File: config.mk
export PLATFORM = sky130hd
export DESIGN_NAME = ahb_sram_arb2
export DESIGN_NICKNAME = d
export VERILOG_FILES = /design/src/rtl/ahb_sram_arb2.sv
export SDC_FILE = /design/constraint.sdc
export NUM_CORES = 1
export LEC_CHECK = 0
export CORE_MARGIN = 8
export CORE_UTILIZATION = 41
export CTS_CLUSTER_SIZE = 24
export DETAILED_ROUTE_END_ITERATION = 16
export PLACE_DENSITY = 0.88
export SYNTH_ARGS = -nofsm -noshare
export SYNTH_HDL_FRONTEND = slang
export SYNTH_SLANG_ARGS = --single-unit
File: constraint.sdc
create_clock -name HCLK -period 6.4 [get_ports HCLK]
set_clock_uncertainty 0.15 [all_clocks]
set_input_delay 1.28 -clock HCLK [delete_from_list [all_inputs] [get_ports HCLK]]
set_output_delay 1.28 -clock HCLK [all_outputs]
set_load 0.05 [all_outputs]
File: src/rtl/ahb_sram_arb2.sv
// ---------------------------------------------------------------------------
// ahb_sram_arb2
//   Two-master (M0 = CPU, M1 = DMA) to one-slave AHB-Lite arbiter in front of
//   the SRAM controller. When both masters present an address phase that
//   cannot be forwarded together, the losing address/control is parked in a
//   per-port hold buffer and replayed later. The parked master sees
//   HREADYOUT low until its transfer has been forwarded. A transfer nobody
//   competes with goes straight through in the same cycle.
//
//   Handshake: a master request is HSEL & HREADY & HTRANS[1]. A slave
//   address phase is issued only in a cycle with HREADYOUT_S high; a master
//   whose request is not forwarded in that cycle is captured and stalled.
//
// Parameters
//   AW : address width forwarded to the slave
//   RR : 1 = round-robin between equal-rank candidates, 0 = M0 always wins
//
// Ports
//   HCLK, HRESET           clock, asynchronous active-high reset
//   H*_M0 / H*_M1          master-side AHB-Lite address/data inputs
//   HRDATA_Mx, HREADYOUT_Mx  master-side responses
//   H*_S                   slave-side address phase and write data
//   HRDATA_S, HREADYOUT_S  slave response
// ---------------------------------------------------------------------------
module ahb_sram_arb2 #(
  parameter int AW = 32,
  parameter bit RR = 1'b1
) (
  input  logic          HCLK,
  input  logic          HRESET,
  input  logic          HSEL_M0,
  input  logic          HSEL_M1,
  input  logic          HREADY_M0,
  input  logic          HREADY_M1,
  input  logic [1:0]    HTRANS_M0,
  input  logic [1:0]    HTRANS_M1,
  input  logic          HWRITE_M0,
  input  logic          HWRITE_M1,
  input  logic [2:0]    HSIZE_M0,
  input  logic [2:0]    HSIZE_M1,
  input  logic [AW-1:0] HADDR_M0,
  input  logic [AW-1:0] HADDR_M1,
  input  logic [31:0]   HWDATA_M0,
  input  logic [31:0]   HWDATA_M1,
  output logic [31:0]   HRDATA_M0,
  output logic [31:0]   HRDATA_M1,
  output logic          HREADYOUT_M0,
  output logic          HREADYOUT_M1,
  output logic          HSEL_S,
  output logic          HREADY_S,
  output logic [1:0]    HTRANS_S,
  output logic          HWRITE_S,
  output logic [2:0]    HSIZE_S,
  output logic [AW-1:0] HADDR_S,
  output logic [31:0]   HWDATA_S,
  input  logic [31:0]   HRDATA_S,
  input  logic          HREADYOUT_S
);

  // Held address/control per port
  logic [1:0]    hold_vld_q, hold_vld_d;
  logic [AW-1:0] hold_addr_q [2];
  logic [AW-1:0] hold_addr_d [2];
  logic [1:0]    hold_write_q, hold_write_d;
  logic [2:0]    hold_size_q [2];
  logic [2:0]    hold_size_d [2];

  logic last_gnt_q, last_gnt_d;
  logic dp_vld_q, dp_vld_d;
  logic dp_own_q, dp_own_d;

  logic [AW-1:0] live_addr [2];
  logic [1:0]    live_write;
  logic [2:0]    live_size [2];
  logic [1:0]    live_req;
  logic [1:0]    cand;
  logic [1:0]    capture;
  logic [1:0]    rdy;
  logic          gnt_vld;
  logic          gnt_idx;
  logic [AW-1:0] sel_addr;
  logic          sel_write;
  logic [2:0]    sel_size;

  // HTRANS[0] only separates SEQ from NONSEQ, which is forced to NONSEQ.
  logic unused_htrans;
  assign unused_htrans = HTRANS_M0[0] ^ HTRANS_M1[0];

  assign live_addr[0]  = HADDR_M0;
  assign live_addr[1]  = HADDR_M1;
  assign live_write    = {HWRITE_M1, HWRITE_M0};
  assign live_size[0]  = HSIZE_M0;
  assign live_size[1]  = HSIZE_M1;

  // A held port is stalled, so any live request it shows is ignored. Reset
  // masks live requests so the slave side is idle while HRESET is high.
  assign live_req[0] = HSEL_M0 & HREADY_M0 & HTRANS_M0[1] & ~hold_vld_q[0] & ~HRESET;
  assign live_req[1] = HSEL_M1 & HREADY_M1 & HTRANS_M1[1] & ~hold_vld_q[1] & ~HRESET;
  assign cand        = hold_vld_q | live_req;

  // Grant: a replayed transfer outranks a fresh one; equal ranks are split
  // by round-robin (port other than last_gnt) or fixed M0 priority.
  always_comb begin
    gnt_vld = 1'b0;
    gnt_idx = 1'b0;
    if (HREADYOUT_S) begin
      if (cand[0] & cand[1]) begin
        gnt_vld = 1'b1;
        if (hold_vld_q[0] != hold_vld_q[1]) gnt_idx = hold_vld_q[1];
        else if (RR)                        gnt_idx = ~last_gnt_q;
        else                                gnt_idx = 1'b0;
      end else if (cand[0]) begin
        gnt_vld = 1'b1;
        gnt_idx = 1'b0;
      end else if (cand[1]) begin
        gnt_vld = 1'b1;
        gnt_idx = 1'b1;
      end
    end
  end

  always_comb begin
    if (hold_vld_q[gnt_idx]) begin
      sel_addr  = hold_addr_q[gnt_idx];
      sel_write = hold_write_q[gnt_idx];
      sel_size  = hold_size_q[gnt_idx];
    end else begin
      sel_addr  = live_addr[gnt_idx];
      sel_write = live_write[gnt_idx];
      sel_size  = live_size[gnt_idx];
    end
  end

  assign capture[0] = live_req[0] & ~(gnt_vld & (gnt_idx == 1'b0));
  assign capture[1] = live_req[1] & ~(gnt_vld & (gnt_idx == 1'b1));

  // Slave address phase
  assign HSEL_S   = gnt_vld;
  assign HTRANS_S = gnt_vld ? 2'b10 : 2'b00;
  assign HADDR_S  = gnt_vld ? sel_addr : '0;
  assign HWRITE_S = gnt_vld & sel_write;
  assign HSIZE_S  = gnt_vld ? sel_size : 3'b000;

  // Masters hold HWDATA stable while stalled, so the data phase simply
  // selects the owner's bus.
  assign HWDATA_S  = dp_own_q ? HWDATA_M1 : HWDATA_M0;
  assign HREADY_S  = HREADYOUT_S;
  assign HRDATA_M0 = HRDATA_S;
  assign HRDATA_M1 = HRDATA_S;

  always_comb begin
    rdy = 2'b11;
    for (int i = 0; i < 2; i++) begin
      if (hold_vld_q[i] | capture[i])             rdy[i] = 1'b0;
      else if (dp_vld_q & (dp_own_q == 1'(i)))    rdy[i] = HREADYOUT_S;
      else                                        rdy[i] = 1'b1;
    end
  end
  assign HREADYOUT_M0 = rdy[0];
  assign HREADYOUT_M1 = rdy[1];

  always_comb begin
    hold_vld_d   = hold_vld_q;
    hold_addr_d  = hold_addr_q;
    hold_write_d = hold_write_q;
    hold_size_d  = hold_size_q;
    last_gnt_d   = last_gnt_q;
    dp_vld_d     = dp_vld_q;
    dp_own_d     = dp_own_q;
    for (int i = 0; i < 2; i++) begin
      if (capture[i]) begin
        hold_vld_d[i]   = 1'b1;
        hold_addr_d[i]  = live_addr[i];
        hold_write_d[i] = live_write[i];
        hold_size_d[i]  = live_size[i];
      end else if (gnt_vld & (gnt_idx == 1'(i))) begin
        hold_vld_d[i] = 1'b0;
      end
    end
    if (gnt_vld) begin
      last_gnt_d = gnt_idx;
      dp_vld_d   = 1'b1;
      dp_own_d   = gnt_idx;
    end else if (HREADYOUT_S) begin
      dp_vld_d = 1'b0;
    end
  end

  always_ff @(posedge HCLK or posedge HRESET) begin
    if (HRESET) begin
      hold_vld_q   <= 2'b00;
      hold_addr_q  <= '{default: '0};
      hold_write_q <= 2'b00;
      hold_size_q  <= '{default: '0};
      last_gnt_q   <= 1'b1;
      dp_vld_q     <= 1'b0;
      dp_own_q     <= 1'b0;
    end else begin
      hold_vld_q   <= hold_vld_d;
      hold_addr_q  <= hold_addr_d;
      hold_write_q <= hold_write_d;
      hold_size_q  <= hold_size_d;
      last_gnt_q   <= last_gnt_d;
      dp_vld_q     <= dp_vld_d;
      dp_own_q     <= dp_own_d;
    end
  end

endmodule

[Word-level counts from Yosys, hierarchy flattened]
Cells that the tools add are included.
Storage, ports and cells
  register bits after elaboration: 77
  word-level logic and storage cells: 88
Cells by class
  order comparisons: 2
  eq/ne operators: 1
  mux-type cells: 43
  bitwise operators: 28
  reductions and logical operators: 3
Operators by type and width (number)
  $mux 32: 9
  $mux 1: 25
  $mux 3: 8
  $and 1x1->1: 16
  $not 1->1: 8
  $reduce_bool 2->1: 3
  $ge 2x2->1 const B: 1
  $lt 1x2->1 const B: 1
  $mux 2: 1
  $not 1->2: 1
  $or 1x1->1: 2
  $or 2x2->2: 1
  $ne 1x1->1: 1

[Logic depth before layout (Yosys ltp)]
  depth after elaboration: 15
  gate-level depth with buffers: 7

[Worst setup path before layout]
Ideal clock, no wire load.
  path kind: input to output
  from: input HTRANS_M0[1]
  to: output HADDR_S[17]
  data arrival time: 3.223 ns
  path slack: 1.747 ns
  stages: 6
  cell sequence: and4b_1 -> buf_6 -> a2111oi_4 -> buf_6 -> a22oi_1 -> a21oi_1
Between the ends
  word-level cells in the longest chain between the ends: 13
  elaborated cells on any way between the ends: 22
  those cells by class: 16 x mux; 6 x bitwise
RTL lines
  start, declared: RTL line 35  | input logic [1:0] HTRANS_M0,
  $and 1x1->1 (*) (3 in series): RTL line 97  | assign live_req[0] = HSEL_M0 & HREADY_M0 & HTRANS_M0[1] & ~hold_vld_q[0] & ~HRESET;
  $or 2x2->2 (*): RTL line 99  | assign cand = hold_vld_q | live_req;
  $mux 1 / $and 1x1->1 (equally long branches): RTL line 112, 107
  $mux 1: RTL line 107  | if (cand[0] & cand[1]) begin
  $mux 1: RTL line 106  | if (HREADYOUT_S) begin
  $not 1->2 (not written as such): RTL line 124, 128
  $mux 32, on equally long branches (3 in series): RTL line 128, 124
  $mux 32: RTL line 123  | if (hold_vld_q[gnt_idx]) begin
  $mux 32 (*): RTL line 140  | assign HADDR_S = gnt_vld ? sel_addr : '0;
  end, declared: RTL line 54  | output logic [AW-1:0] HADDR_S,
Mark *: on every way between the ends. The rest lies on a longest branch, timed or not. The select of a mux whose other input is x is not followed.

[Worst setup path in the final report]
  from: input HRESET
  to: output HADDR_S[17]
Between the ends
  word-level cells in the longest chain between the ends: 13
  elaborated cells on any way between the ends: 23
  those cells by class: 17 x mux; 6 x bitwise
RTL lines
  start, declared: RTL line 30  | input logic HRESET,
  $not 1->1 (*): RTL line 97, 98
  $and 1x1->1: RTL line 98  | assign live_req[1] = HSEL_M1 & HREADY_M1 & HTRANS_M1[1] & ~hold_vld_q[1] & ~HRESET;
  $or 2x2->2 (*): RTL line 99
  $mux 1: RTL line 115  | end else if (cand[1]) begin
  $mux 1: RTL line 112  | end else if (cand[0]) begin
  $mux 1: RTL line 107
  $mux 1: RTL line 106
  $not 1->2 (not written as such): RTL line 124, 128
  $mux 32, on equally long branches (3 in series): RTL line 128, 124
  $mux 32: RTL line 123
  $mux 32 (*): RTL line 140
Marked as above.

==> run_results.csv <==
group,metric,value,unit
placement,port_buffers,217,
global_route,grt_util_all_layers,20.4,%
yosys,xor_xnor_cell_area_share_of_the_yosys_netlist,0,%
placement,dpl-instance-area,0.00698,mm²
yosys,yosys_warnings,0,
layout,drive_gt1_share,29.0,%
sta,rsz0062_at_grt,"no",
cts,clock-sinks,77,
cts,cts_tree,"done",
yosys,distinct_cells_synth,37,
pwr,total_leakage_power,2.81,nW
cts,maximum_buffer_depth_of_the_clock_tree,2,
yosys,muxShareOfSynthArea,30.0,%
critical_path,critPathMostFrequentCell,"clkdlybuf4s50_1",
placement,detailed_place_hpwl,13100,µm
cts,cts_hold_buffers,0,
routing,remaining_drc_errors,0,
critical_path,end_kind,"primary output",
sta,layout_min_cycle_time,5580,ps
routing,wl_per_cell,22.2,µm
yosys,dominantRegCellSynth,"dfrtp_1",
global_route,grt_start_max_net_pins,44,
die,die_span_y,128,µm
layout,fillers,1061,
yosys,async_flop_share,100,%
layout,storage_element_area,0.00193,mm²
die,placement_rows,41,
layout,final_area,0.00728,mm²
die,floorplan.die_area,0.0164,mm²
layout,nets,776,
sta,worst_slew_pin_slew,1310,ps
global_route,gr-total-overflow,0,
sta,fmaxAchievable,179,MHz
yosys,synth.yosys.seq_area_share,37.5,%
pwr,worst_ir_drop_vdd,0.221,mV
critical_path,rr_startpoint,"last_gnt_q",
sta,finalSetupViolations,0,
job,drv_cap,0,
layout,insertedDiodeCount,0,
routing,routed_wirelength,17100,µm
critical_path,endpoint,"HADDR_S[17]",
routing,drt_iter0_drc,183,
cts,post_cts.repair.setup_buffers,0,
yosys,synth_compound_gate_area_share,16.3,%
critical_path,reg2reg_depth,4,
cts,root_buffer,"clkbuf_16",
yosys,ys_ff_latch,77,
die,initial_core_utilization,41.4,%
cts,clock_latency,330,ps
critical_path,setup.worst_path.class,"primary input to primary output",
run_status,status,"finished clean",
sta,sum_neg_setup_slack,0,ps
yosys,mappedNetlistNets,636,
critical_path,critPathLaunch,"HRESET",
yosys,post-synth-top-area-cell,"dfrtp_1",
placement,routabilityCongestion,0.857,
die,top_level_port_count,317,
pwr,powerDensity,362,mW/mm²
yosys,post_synth.cell_area_avg,11.2,µm²
routing,firstDrtPassIters,4,
sta,hold_viol_final,0,
routing,post_dr_vias_cell,5.38,
pwr,report.power.total,2.63,mW
routing,antenna_left,0,
yosys,synth_edf_count,0,
yosys,synth_top_family_by_area,"multiplexers",
cts,post_cts_resize_count,0,
sta,maxSlewViolCount,0,
yosys,netlist_instances,457,
critical_path,start_kind,"primary input",
yosys,synth_simple_gate_area_share,1.85,%
layout,synthToLayoutAreaGrowth,41.5,%
die,placeable_core_area,0.0124,mm²
critical_path,worst_ep_arrival_time,4150,ps
critical_path,cpPeakStageDelay,840,ps
global_route,first_pass_grt_wire_length,26000,µm
cts,cts-buffers-inserted,9,
critical_path,r2r_end,"hold_vld_q[0]",
yosys,yosys.area_share.adder,0,%
sta,worst_slew_margin_rel,12.5,%
global_route,number_of_antenna_violations_at_the_first_check_in_global_routing,0,
critical_path,critical_path.slowest_cell,"clkdlybuf4s50_1",
die,chipWidth,128,µm
yosys,post-synth-top-area-fraction,37.0,%
worst_hold_path,worst_hold_startpoint,"hold_addr_q[7]",
yosys,synth.area.top_cells,"dfrtp_1, mux2_2, buf_4",
cts,htreeDepth,3,
worst_hold_path,hp-class,"flop to flop",
sta,final_min_period_over_clock_period,87.2,%
cts,cts.clk_slew.worst_paths,50,ps
yosys,netlist_area,0.00514,mm²
global_route,vias_in_the_first_global_route,4717,
critical_path,r2r_setup_slack,4120,ps
layout,finalCoreUtilization,58.6,%
routing,total_vias_in_the_final_route,4161,
layout,multi_input_gate_area_in_the_final_layout,0.00253,mm²
critical_path,required,4970,ps
critical_path,cell_by_cell_listing_of_the_critical_path,"clkdlybuf4s50_1, and4b_1, a2111oi_4, buf_4, a22oi_1, a21oi_1, clkdlybuf4s50_1",
critical_path,worst-path-max-fanout,23,
-- worst min path at each step --
stage          slack (ps)  cells past startpoint         endpoint
4_1_cts               350                      1   hold_addr_q[7]
3_5_place_dp          330                      1  hold_addr_q[24]
2_1_floorplan         310                      1  hold_addr_q[35]
6_report              340                      1   hold_addr_q[7]
3_3_place_gp          320                      1  hold_addr_q[35]
5_1_grt               360                      1  hold_addr_q[24]
-- critical path, delay by kind of cell --
kind	cells	cell delay (ps)
buffers and inverters	3	1710
AOI/OAI and AO/OA	3	800
and+or+nand+nor	1	340
-- cell usage in the layout (no fill, tap or decap), drive strengths merged --
cell,synthesis,layout
clkdlybuf4s50,0,217
mux2,137,137
dfrtp,76,76
a21oi,41,41
o21ai,34,34
a22oi,33,33
buf,89,12
clkbuf,11,10
nand2,6,6
nor2,4,4
inv,4,4
a222oi,3,3
clkinv,0,2
a21o,2,2
clkinvlp,0,2
and4b,2,2
nand4b,1,1
o311ai,1,1
a211o,1,1
or2,1,1
o31ai,1,1
a2111oi,1,1
nor2b,1,1
nand4,1,1
o21a,1,1
a31oi,1,1
and2,1,1
o211a,1,1
o22a,1,1
conb,1,1
bufinv,0,1
dfstp,1,1
-- layer usage --
metal	wire (µm)	up-vias	GRT usage, %
met2	8590	171	34.0
met1	6490	2059	22.6
met5	0	-	0
li1	-	1879	-
met3	1540	52	8.65
met4	503	0	8.11
-- cell families (layout without fill, tap and decap cells) --
| logic type | count (synthesis) | after routing |
|---|---|---|
| other | 1 | 1 |
| AND/OR/NAND/NOR | 17 | 17 |
| flip-flops | 77 | 77 |
| buffers and inverters | 104 | 248 |
| AO/OA/AOI/OAI | 121 | 121 |
| multiplexers | 137 | 137 |
-- stage by stage --
stage          hold WS [ps]  setup slack (ps)  cells
6_report                341               819    773
5_1_grt                 360               716    773
4_1_cts                 345               817    773
3_5_place_dp            333               834    758
3_3_place_gp            320               848    758
2_1_floorplan           310              1750    457
-- cell type report --
| type | instances | share of cell area [%] |
|---|---|---|
| multi-input combinational | 276 | 34.8 |
| inverter | 4 | 0.224 |
| clock inverter | 5 | 0.808 |
| tap | 172 | 2.96 |
| clock buffer | 10 | 3.28 |
| sequential | 77 | 26.5 |
| timing repair buffer | 229 | 31.4 |
-- Yosys cell counts, drive strengths merged (2+ instances only) --
cell and count:
mux2 137, buf 89, dfrtp 76, a21oi 41
o21ai 34, a22oi 33, clkbuf 11, nand2 6
inv 4, nor2 4, a222oi 3, a21o 2
and4b 2
-- sequential cells by signal, indices dropped and copies added, names as in the netlist --
signal,count
hold_addr_q,64
hold_size_q,6
hold_vld_q,2
hold_write_q,2
dp_own_q,1
dp_vld_q,1
last_gnt_q,1
-- where the power goes --
group	internal (mW)	switching, mW
clock	0.311	0.204
sequential	0.669	0.148
combinational	0.576	0.723
Note: power is estimated with default switching activity, not from simulation.
